**src/rtl/arb_pkg.sv**
```systemverilog
// Shared types and widths for the main memory arbiter.
// Optional build macro: ROUND_ROBIN_ARB_EN.
package arb_pkg;
    localparam int MEM_ADDR_W  = 28;
    localparam int MEM_BLOCK_W = 128;

    typedef enum logic [1:0] {
        IDLE    = 2'b00,
        GRANT_I = 2'b01,
        GRANT_D = 2'b10
    } state_t;
endpackage

```
**src/rtl/main_memory_arbiter_if.sv**
```systemverilog
// Cache-side and memory-side buses of the main memory arbiter.
// slave is the arbiter's view; master is the environment's view.
interface main_memory_arbiter_if;
    import arb_pkg::*;

    logic                   ICACHE_MEM_READ;
    logic [MEM_ADDR_W-1:0]  ICACHE_MEM_ADDRESS;
    logic [MEM_BLOCK_W-1:0] ICACHE_MEM_READ_DATA;
    logic                   ICACHE_MEM_BUSY_WAIT;

    logic                   DCACHE_MEM_READ;
    logic                   DCACHE_MEM_WRITE;
    logic [MEM_ADDR_W-1:0]  DCACHE_MEM_ADDRESS;
    logic [MEM_BLOCK_W-1:0] DCACHE_MEM_WRITE_DATA;
    logic [MEM_BLOCK_W-1:0] DCACHE_MEM_READ_DATA;
    logic                   DCACHE_MEM_BUSY_WAIT;

    logic                   MAIN_MEM_READ;
    logic                   MAIN_MEM_WRITE;
    logic [MEM_ADDR_W-1:0]  MAIN_MEM_ADDRESS;
    logic [MEM_BLOCK_W-1:0] MAIN_MEM_WRITE_DATA;
    logic [MEM_BLOCK_W-1:0] MAIN_MEM_READ_DATA;
    logic                   MAIN_MEM_BUSY_WAIT;

    modport slave (
        input  ICACHE_MEM_READ, ICACHE_MEM_ADDRESS,
        output ICACHE_MEM_READ_DATA, ICACHE_MEM_BUSY_WAIT,
        input  DCACHE_MEM_READ, DCACHE_MEM_WRITE,
        input  DCACHE_MEM_ADDRESS, DCACHE_MEM_WRITE_DATA,
        output DCACHE_MEM_READ_DATA, DCACHE_MEM_BUSY_WAIT,
        output MAIN_MEM_READ, MAIN_MEM_WRITE,
        output MAIN_MEM_ADDRESS, MAIN_MEM_WRITE_DATA,
        input  MAIN_MEM_READ_DATA, MAIN_MEM_BUSY_WAIT
    );

    modport master (
        output ICACHE_MEM_READ, ICACHE_MEM_ADDRESS,
        input  ICACHE_MEM_READ_DATA, ICACHE_MEM_BUSY_WAIT,
        output DCACHE_MEM_READ, DCACHE_MEM_WRITE,
        output DCACHE_MEM_ADDRESS, DCACHE_MEM_WRITE_DATA,
        input  DCACHE_MEM_READ_DATA, DCACHE_MEM_BUSY_WAIT,
        input  MAIN_MEM_READ, MAIN_MEM_WRITE,
        input  MAIN_MEM_ADDRESS, MAIN_MEM_WRITE_DATA,
        output MAIN_MEM_READ_DATA, MAIN_MEM_BUSY_WAIT
    );
endinterface

```
**src/rtl/arb_grant_select.sv**
```systemverilog
// Combinational pick between I and D requests in IDLE.
// ROUND_ROBIN_ARB_EN: alternate on contention; otherwise D wins.
module arb_grant_select (
    input  logic i_req,
    input  logic d_req,
`ifdef ROUND_ROBIN_ARB_EN
    input  logic last_d,
`endif
    output logic pick_i,
    output logic pick_d
);
`ifdef ROUND_ROBIN_ARB_EN
    assign pick_d = d_req && (!i_req || !last_d);
    assign pick_i = i_req && (!d_req || last_d);
`else
    assign pick_d = d_req;
    assign pick_i = i_req && !d_req;
`endif
endmodule

```
**src/rtl/main_memory_arbiter.sv**
```systemverilog
// Two-port (I/D cache) arbiter in front of a single main memory.
// Optional build macro: ROUND_ROBIN_ARB_EN (round-robin instead of D priority).
module main_memory_arbiter
    import arb_pkg::*;
(
    input  logic                  clock,
    input  logic                  reset,
    main_memory_arbiter_if.slave  bus
);
    state_t state, state_nxt;
    logic   issued, issued_nxt;
    logic   i_req, d_req, pick_i, pick_d, done;
    logic   d_wr, d_rd;

    assign i_req = bus.ICACHE_MEM_READ;
    assign d_wr  = bus.DCACHE_MEM_WRITE;
    assign d_rd  = bus.DCACHE_MEM_READ && !bus.DCACHE_MEM_WRITE;
    assign d_req = bus.DCACHE_MEM_READ || bus.DCACHE_MEM_WRITE;
    assign done  = issued && !bus.MAIN_MEM_BUSY_WAIT && (state != IDLE);

`ifdef ROUND_ROBIN_ARB_EN
    logic last_d;

    always_ff @(posedge clock or negedge reset) begin
        if (!reset) begin
            last_d <= 1'b1;
        end else if (state == IDLE && (pick_i || pick_d)) begin
            last_d <= pick_d;
        end
    end

    arb_grant_select u_sel (
        .i_req  (i_req),
        .d_req  (d_req),
        .last_d (last_d),
        .pick_i (pick_i),
        .pick_d (pick_d)
    );
`else
    arb_grant_select u_sel (
        .i_req  (i_req),
        .d_req  (d_req),
        .pick_i (pick_i),
        .pick_d (pick_d)
    );
`endif

    always_ff @(posedge clock or negedge reset) begin
        if (!reset) begin
            state  <= IDLE;
            issued <= 1'b0;
        end else begin
            state  <= state_nxt;
            issued <= issued_nxt;
        end
    end

    // A dropped request (abort) and a completion both return to IDLE.
    always_comb begin
        state_nxt = state;
        unique case (state)
            IDLE: begin
                if (pick_d)      state_nxt = GRANT_D;
                else if (pick_i) state_nxt = GRANT_I;
            end
            GRANT_I: if (!i_req || done) state_nxt = IDLE;
            GRANT_D: if (!d_req || done) state_nxt = IDLE;
            default: state_nxt = IDLE;
        endcase
        issued_nxt = (state != IDLE) && (state_nxt != IDLE);
    end

    always_comb begin
        bus.MAIN_MEM_READ       = 1'b0;
        bus.MAIN_MEM_WRITE      = 1'b0;
        bus.MAIN_MEM_ADDRESS    = '0;
        bus.MAIN_MEM_WRITE_DATA = '0;
        unique case (1'b1)
            (state == GRANT_I): begin
                bus.MAIN_MEM_READ    = i_req;
                bus.MAIN_MEM_ADDRESS = bus.ICACHE_MEM_ADDRESS;
            end
            (state == GRANT_D): begin
                bus.MAIN_MEM_READ       = d_rd;
                bus.MAIN_MEM_WRITE      = d_wr;
                bus.MAIN_MEM_ADDRESS    = bus.DCACHE_MEM_ADDRESS;
                bus.MAIN_MEM_WRITE_DATA = bus.DCACHE_MEM_WRITE_DATA;
            end
            default: ;
        endcase
    end

    assign bus.ICACHE_MEM_BUSY_WAIT = i_req && !(state == GRANT_I && done);
    assign bus.DCACHE_MEM_BUSY_WAIT = d_req && !(state == GRANT_D && done);
    assign bus.ICACHE_MEM_READ_DATA = bus.MAIN_MEM_READ_DATA;
    assign bus.DCACHE_MEM_READ_DATA = bus.MAIN_MEM_READ_DATA;
endmodule

```
**src/flat_wrapper.sv**
```systemverilog
// flat-port wrapper written by rule: the top's interface ports become plain ports
module main_memory_arbiter_flat import arb_pkg::*;
  (clock, reset, bus_ICACHE_MEM_READ, bus_ICACHE_MEM_ADDRESS, bus_ICACHE_MEM_READ_DATA, bus_ICACHE_MEM_BUSY_WAIT, bus_DCACHE_MEM_READ, bus_DCACHE_MEM_WRITE, bus_DCACHE_MEM_ADDRESS, bus_DCACHE_MEM_WRITE_DATA, bus_DCACHE_MEM_READ_DATA, bus_DCACHE_MEM_BUSY_WAIT, bus_MAIN_MEM_READ, bus_MAIN_MEM_WRITE, bus_MAIN_MEM_ADDRESS, bus_MAIN_MEM_WRITE_DATA, bus_MAIN_MEM_READ_DATA, bus_MAIN_MEM_BUSY_WAIT);
  main_memory_arbiter_if bus_i ();
  input  logic clock;
  input  logic reset;
  input wire logic [$bits(bus_i.ICACHE_MEM_READ)-1:0] bus_ICACHE_MEM_READ;
  input wire logic [$bits(bus_i.ICACHE_MEM_ADDRESS)-1:0] bus_ICACHE_MEM_ADDRESS;
  output wire logic [$bits(bus_i.ICACHE_MEM_READ_DATA)-1:0] bus_ICACHE_MEM_READ_DATA;
  output wire logic [$bits(bus_i.ICACHE_MEM_BUSY_WAIT)-1:0] bus_ICACHE_MEM_BUSY_WAIT;
  input wire logic [$bits(bus_i.DCACHE_MEM_READ)-1:0] bus_DCACHE_MEM_READ;
  input wire logic [$bits(bus_i.DCACHE_MEM_WRITE)-1:0] bus_DCACHE_MEM_WRITE;
  input wire logic [$bits(bus_i.DCACHE_MEM_ADDRESS)-1:0] bus_DCACHE_MEM_ADDRESS;
  input wire logic [$bits(bus_i.DCACHE_MEM_WRITE_DATA)-1:0] bus_DCACHE_MEM_WRITE_DATA;
  output wire logic [$bits(bus_i.DCACHE_MEM_READ_DATA)-1:0] bus_DCACHE_MEM_READ_DATA;
  output wire logic [$bits(bus_i.DCACHE_MEM_BUSY_WAIT)-1:0] bus_DCACHE_MEM_BUSY_WAIT;
  output wire logic [$bits(bus_i.MAIN_MEM_READ)-1:0] bus_MAIN_MEM_READ;
  output wire logic [$bits(bus_i.MAIN_MEM_WRITE)-1:0] bus_MAIN_MEM_WRITE;
  output wire logic [$bits(bus_i.MAIN_MEM_ADDRESS)-1:0] bus_MAIN_MEM_ADDRESS;
  output wire logic [$bits(bus_i.MAIN_MEM_WRITE_DATA)-1:0] bus_MAIN_MEM_WRITE_DATA;
  input wire logic [$bits(bus_i.MAIN_MEM_READ_DATA)-1:0] bus_MAIN_MEM_READ_DATA;
  input wire logic [$bits(bus_i.MAIN_MEM_BUSY_WAIT)-1:0] bus_MAIN_MEM_BUSY_WAIT;
  assign bus_i.ICACHE_MEM_READ = bus_ICACHE_MEM_READ;
  assign bus_i.ICACHE_MEM_ADDRESS = bus_ICACHE_MEM_ADDRESS;
  assign bus_ICACHE_MEM_READ_DATA = bus_i.ICACHE_MEM_READ_DATA;
  assign bus_ICACHE_MEM_BUSY_WAIT = bus_i.ICACHE_MEM_BUSY_WAIT;
  assign bus_i.DCACHE_MEM_READ = bus_DCACHE_MEM_READ;
  assign bus_i.DCACHE_MEM_WRITE = bus_DCACHE_MEM_WRITE;
  assign bus_i.DCACHE_MEM_ADDRESS = bus_DCACHE_MEM_ADDRESS;
  assign bus_i.DCACHE_MEM_WRITE_DATA = bus_DCACHE_MEM_WRITE_DATA;
  assign bus_DCACHE_MEM_READ_DATA = bus_i.DCACHE_MEM_READ_DATA;
  assign bus_DCACHE_MEM_BUSY_WAIT = bus_i.DCACHE_MEM_BUSY_WAIT;
  assign bus_MAIN_MEM_READ = bus_i.MAIN_MEM_READ;
  assign bus_MAIN_MEM_WRITE = bus_i.MAIN_MEM_WRITE;
  assign bus_MAIN_MEM_ADDRESS = bus_i.MAIN_MEM_ADDRESS;
  assign bus_MAIN_MEM_WRITE_DATA = bus_i.MAIN_MEM_WRITE_DATA;
  assign bus_i.MAIN_MEM_READ_DATA = bus_MAIN_MEM_READ_DATA;
  assign bus_i.MAIN_MEM_BUSY_WAIT = bus_MAIN_MEM_BUSY_WAIT;
  main_memory_arbiter u_core (.clock(clock), .reset(reset), .bus(bus_i));
endmodule
```
**config.mk**
```make
export PLATFORM = sky130hd
export DESIGN_NAME = main_memory_arbiter_flat
export DESIGN_NICKNAME = d
export VERILOG_FILES = /design/src/rtl/arb_pkg.sv /design/src/rtl/main_memory_arbiter_if.sv /design/src/rtl/arb_grant_select.sv /design/src/rtl/main_memory_arbiter.sv /design/src/flat_wrapper.sv
export SDC_FILE = /design/constraint.sdc
export NUM_CORES = 1
export LEC_CHECK = 0
export ABC_AREA = 1
export CAP_MARGIN = 20
export CORE_AREA = 2 2 285 287
export DETAILED_ROUTE_END_ITERATION = 10
export DIE_AREA = 0 0 287 289
export GPL_ROUTABILITY_DRIVEN = 0
export MAX_ROUTING_LAYER = met4
export PLACE_DENSITY = 0.35
export SKIP_CTS_REPAIR_TIMING = 1
export SYNTH_ARGS = -nofsm -noshare
export SYNTH_HDL_FRONTEND = slang
export SYNTH_HIERARCHICAL = 1
export SYNTH_SLANG_ARGS = --single-unit
export TNS_END_PERCENT = 100
```
**constraint.sdc**
```tcl
create_clock -name clock -period 1.48 [get_ports clock]
set_input_delay 0.296 -clock clock [delete_from_list [all_inputs] [get_ports clock]]
set_output_delay 0.296 -clock clock [all_outputs]
set_load 0.005 [all_outputs]
```
Word-level counts from Yosys, hierarchy flattened
Cells that the tools add are included.

storage, ports and cells
  output and inout bits = 416
  register bits = 3

operators by class
  reductions and logical operators = 21
  equality and inequality tests = 2
  multiplexer cells = 9

operator list
  cell                                                  number
  two-way mux 128 bit                                   1
  one-hot mux 28 bit (2 select lines)                   1
  logical AND 1 bit                                     9
  two-way mux 2 bit                                     4
  zero test 1 bit                                       6
  one-hot mux 2 bit (3 select lines)                    1
  nonzero test 2 bit                                    2
  logical OR 1 bit                                      3
  equality test 2 x 1 -> 1 bit (second input constant)  1
  equality test 2 bit (second input constant)           1
  zero test 2 bit                                       1
  one-hot mux 1 bit (2 select lines)                    1
  two-way mux 1 bit                                     1

Longest topological paths before layout
  word-level depth = 8
  gate-level depth with buffers = 9
  mapped depth without buffers = 8

Hierarchy
The synthesis kept the hierarchy.

by module, submodules not included
  module               area each (µm²)  cells each  times used
  main_memory_arbiter  3654.8           660         1
  arb_grant_select     17.5             3           1

Worst setup path before layout
No wires, ideal clock.

  kind = reg-to-output
  start point = register u_core.state[0]
  end point = output bus_MAIN_MEM_ADDRESS[10]
  setup slack = -0.022 ns
  cell stages (with the launch flop) = 7
  arrival time = 1.206 ns
  required time = 1.184 ns
  cell sequence = dfrtp_1 > inv_1 > ha_1 > inv_1 > buf_2 > buf_2 > a21oi_1

on the way
  cells in the longest elaborated chain, start to end = 2
  elaborated cells on any way between the ends = 3
  classes of those cells = eq/ne (2); mux (1)

RTL lines
  element                                                              line                                                  RTL
  from (decl)                                                          main_memory_arbiter.sv:10                             state_t state, state_nxt;
  from (signal assigned)                                               main_memory_arbiter.sv:53                             state <= state_nxt;
  equality test 2 bit or equality test 2 x 1 -> 1 bit (tied branches)  main_memory_arbiter.sv:83, main_memory_arbiter.sv:79
  one-hot mux 28 bit (2 select lines) *                                main_memory_arbiter.sv:78                             unique case (1'b1)
  to (decl)                                                            flat_wrapper.sv:19                                    output wire logic [$bits(bus_i.MAIN_MEM_ADDRESS)-1:0] bus_MAIN_MEM_ADDRESS;

Every way passes the cells marked *; elsewhere a longest branch is shown, timed or not.

Final worst setup path
  start point = register u_core.state[1]
  end point = output bus_MAIN_MEM_WRITE_DATA[28]

on the way
  cells in the longest elaborated chain, start to end = 2

RTL lines
  element              line                       RTL
  equality test 2 bit  main_memory_arbiter.sv:83  (state == GRANT_D): begin
  two-way mux 128 bit  main_memory_arbiter.sv:78
  to (decl)            flat_wrapper.sv:20         output wire logic [$bits(bus_i.MAIN_MEM_WRITE_DATA)-1:0] bus_MAIN_MEM_WRITE_DATA;

No other way between the ends.

==> qor.csv <==
stage,metric,value,unit
sta,setup_viol,163,
critical_path,crit_arrival,1750,ps
critical_path,r2r_cells,13,
floorplan,core,79900,um^2
sta,period_minus_slack,2050,ps
grt,grt_overflow,0,
grt,grt_pass1_vias,4486,
final_layout,fin_nets,1180,
final_layout,regArea,76.3,um^2
drt,first_pass_iters,4,
sta,fin_skew,1.00,ps
drt,num_vias,4611,
synthesis,netlist_area,3670,um^2
sta,fmax,488,MHz
grt,grt_max_degree,50,
final_layout,multiInputGateArea,2000,um^2
worst_hold_path,hold_class,in2async,
placement,place_hpwl,28800,um
final_layout,drive_above_1_share,62.3,%
drt,ant_nets,0,
pwr,p_leak,4.62,nW
final_layout,stdcell_area,8930,um^2
critical_path,crit_path_cell_trace,ha_4 -> buf_12 -> buf_12 -> clkbuf_16 -> buf_4 -> buf_6 -> nand2_1 -> inv_1 -> clkbuf_2,
cts,cts_buffers,3,
floorplan,io_pins,734,
placement,io_buffers,349,
critical_path,cp.depth,9,
sta,setup_tns,-68810,ps
critical_path,path_class,reg2out,
cts,clock_path_buffers,2,
critical_path,max_stage_delay,430,ps
drt,wl,36000,um
synthesis,yosysUniqueCellTypes,18,
drt,wl_met2,16500,um
floorplan,dieWidth,287,um
critical_path,cpMostUsedCell,buf_12,
critical_path,cp_slowest_cell,dfrtp_2,
final_layout,final_util,11.2,%
cts,cts_num_sinks,3,
cts,cts_root_buffer,clkbuf_16,
drt,wl_met1,11900,um
pwr,p_per_area,1390,nW/um^2
critical_path,r2r-start,u_core/state[0],
grt,track_usage,7.33,%
cts,tritoncts,done,
sta,tightest_slew,287,ps
floorplan,start_util,4.60,%
synthesis,syn_inst,663,
synthesis,synth_largest_area_cell,buf_4,
synthesis,yosys-top-cells-area,"buf_4, nand2_1, inv_1, a21oi_1, dfrtp_1",
sta,slew_headroom,80.8,%
grt,grt_pass1_wl,39300,um
drt,top_layer,met4,
drt,avgViaCountPerCell,2.38,
sta,setup_ws,-569,ps
run_status,status,finished with violations,
cts,htree_levels,1,
drt,met3_length,5950,um
synthesis,synth_area_per_cell,5.54,um^2
critical_path,cp_num_buf_inv,7,
placement,dp.cells,1822,
synthesis,ys_seq_elements,3,
synthesis,seq_area_frac_synth,2.04,%
critical_path,r2r_setup_slack,-300,ps
critical_path,worstPathRequired,1180,ps
cts,path_clk_slew,30,ps
final_layout,syn2layout_area_growth,143,%
cts,clkLatencyLatePin,220,ps
pwr,ir_drop,0.521,mV
sta,min_period_over_period,138,%
sta,drv_slew,0,
critical_path,worst-path-max-fanout,7,
synthesis,syn-num-nets,985,
drt,drcViolationCount,0,
floorplan,die_y,289,um
final_layout,fill_cells,9322,
job,drv_cap,0,
drt,drtIter0Drc,64,
floorplan,die_area,82900,um^2
critical_path,critical-path-top-delay-family,buffers and inverters,
critical_path,start_kind,register,
placement,postPlaceCellArea,6720,um^2
final_layout,fin_cells,1935,
critical_path,critPathCaptureType,primary output,
critical_path,r2r-end,u_core/issued,
sta,rsz0062_at_grt,yes,
floorplan,rows,104,
grt,antenna_found_initial,25,
drt,wl_per_cell,18.6,um
pwr,fin_total_pwr,12.5,mW
sta,finalHoldViolations,0,
synthesis,synth_top_cell_area_share,54.2,%
synthesis,synth_warnings,6,
run_status,failed_checks,setup timing,
-- report_power, final --
part | internal, mW | switching (mW) | total [mW]
Combinational | 6.60 | 5.29 | 11.9
Clock | 0.356 | 0.0750 | 0.431
Sequential | 0.113 | 0.0268 | 0.140
Total | 7.07 | 5.39 | 12.5
-- metal layers --
layer  vias to the layer above  GRT usage (%)
met1                      1960           6.36
met5                         -              -
met2                       489           11.4
met3                       128           6.16
li1                       2034              -
met4                         0           3.13
-- how the worst max path moves through the flow --
stage | startpoint | endpoint | slack (ps)
final | u_core/state[1] | bus_MAIN_MEM_WRITE_DATA[28] | -570
after CTS | u_core/state[0] | bus_MAIN_MEM_ADDRESS[23] | -1190
after floorplan | u_core/state[0] | bus_MAIN_MEM_ADDRESS[10] | -10
after detailed placement | u_core/state[0] | bus_MAIN_MEM_ADDRESS[23] | -950
after global placement | u_core/state[0] | bus_MAIN_MEM_ADDRESS[23] | -920
after global routing | u_core/state[0] | bus_MAIN_MEM_ADDRESS[21] | -650
-- cells in the mapped netlist --
cell	n
buf_6	1
buf_4	265
o21a_1	1
nand3_1	2
o21ai_0	1
nand3b_1	1
inv_1	140
nand2_1	193
clkbuf_1	1
nand3_2	1
a21oi_2	1
buf_2	14
nor2_1	4
a21boi_0	1
dfrtp_1	3
nor2_2	1
a21oi_1	29
ha_1	4
-- state kept, by name, summed over array words and instances (netlist names) --
signal,count
u_core/issued,1
u_core/state,2
-- area by class of cell --
cell class                      instances  area share, %
Antenna cell                           18          0.504
Clock buffer                            4          0.883
Timing Repair Buffer                  471           54.4
Multi-Input combinational cell        239           22.4
Tap cell                             1060           14.9
Sequential cell                         3          0.855
Inverter                              140           6.11
-- placed cells by master (no fill, tap or decap), types with 14 or more instances in the layout --
master and n:
a21oi_2 27, clkbuf_16 16, inv_2 83, buf_12 21
buf_4 34, diode_2 18, buf_2 36, nand2_2 51
inv_1 54, buf_6 95, clkbuf_2 51, clkdlybuf4s50_1 190
nand2_4 89, nand2_1 52, dlymetal6s2s_1 15, buf_8 14
-- metrics by stage --
stage,setup slack (ps),hold WS [ps]
after global placement,-920,522
after global routing,-651,291
final,-569,283
after CTS,-1190,291
after detailed placement,-945,525
after floorplan,-14.5,0.409
-- logic make-up (layout without fill, tap and decap cells) --
family                   after synthesis  after routing  share of synthesized area [%]
flip-flops                             3              3                           2.04
AND/OR/NAND/NOR                      202            202                           21.1
AO/OA/AOI/OAI                         33             33                           4.74
adder cells (fa/ha/maj)                4              4                           1.36
buffers and inverters                421            615                           70.8
other                                  0             18                              0
Power figures use the tool's default switching activity.
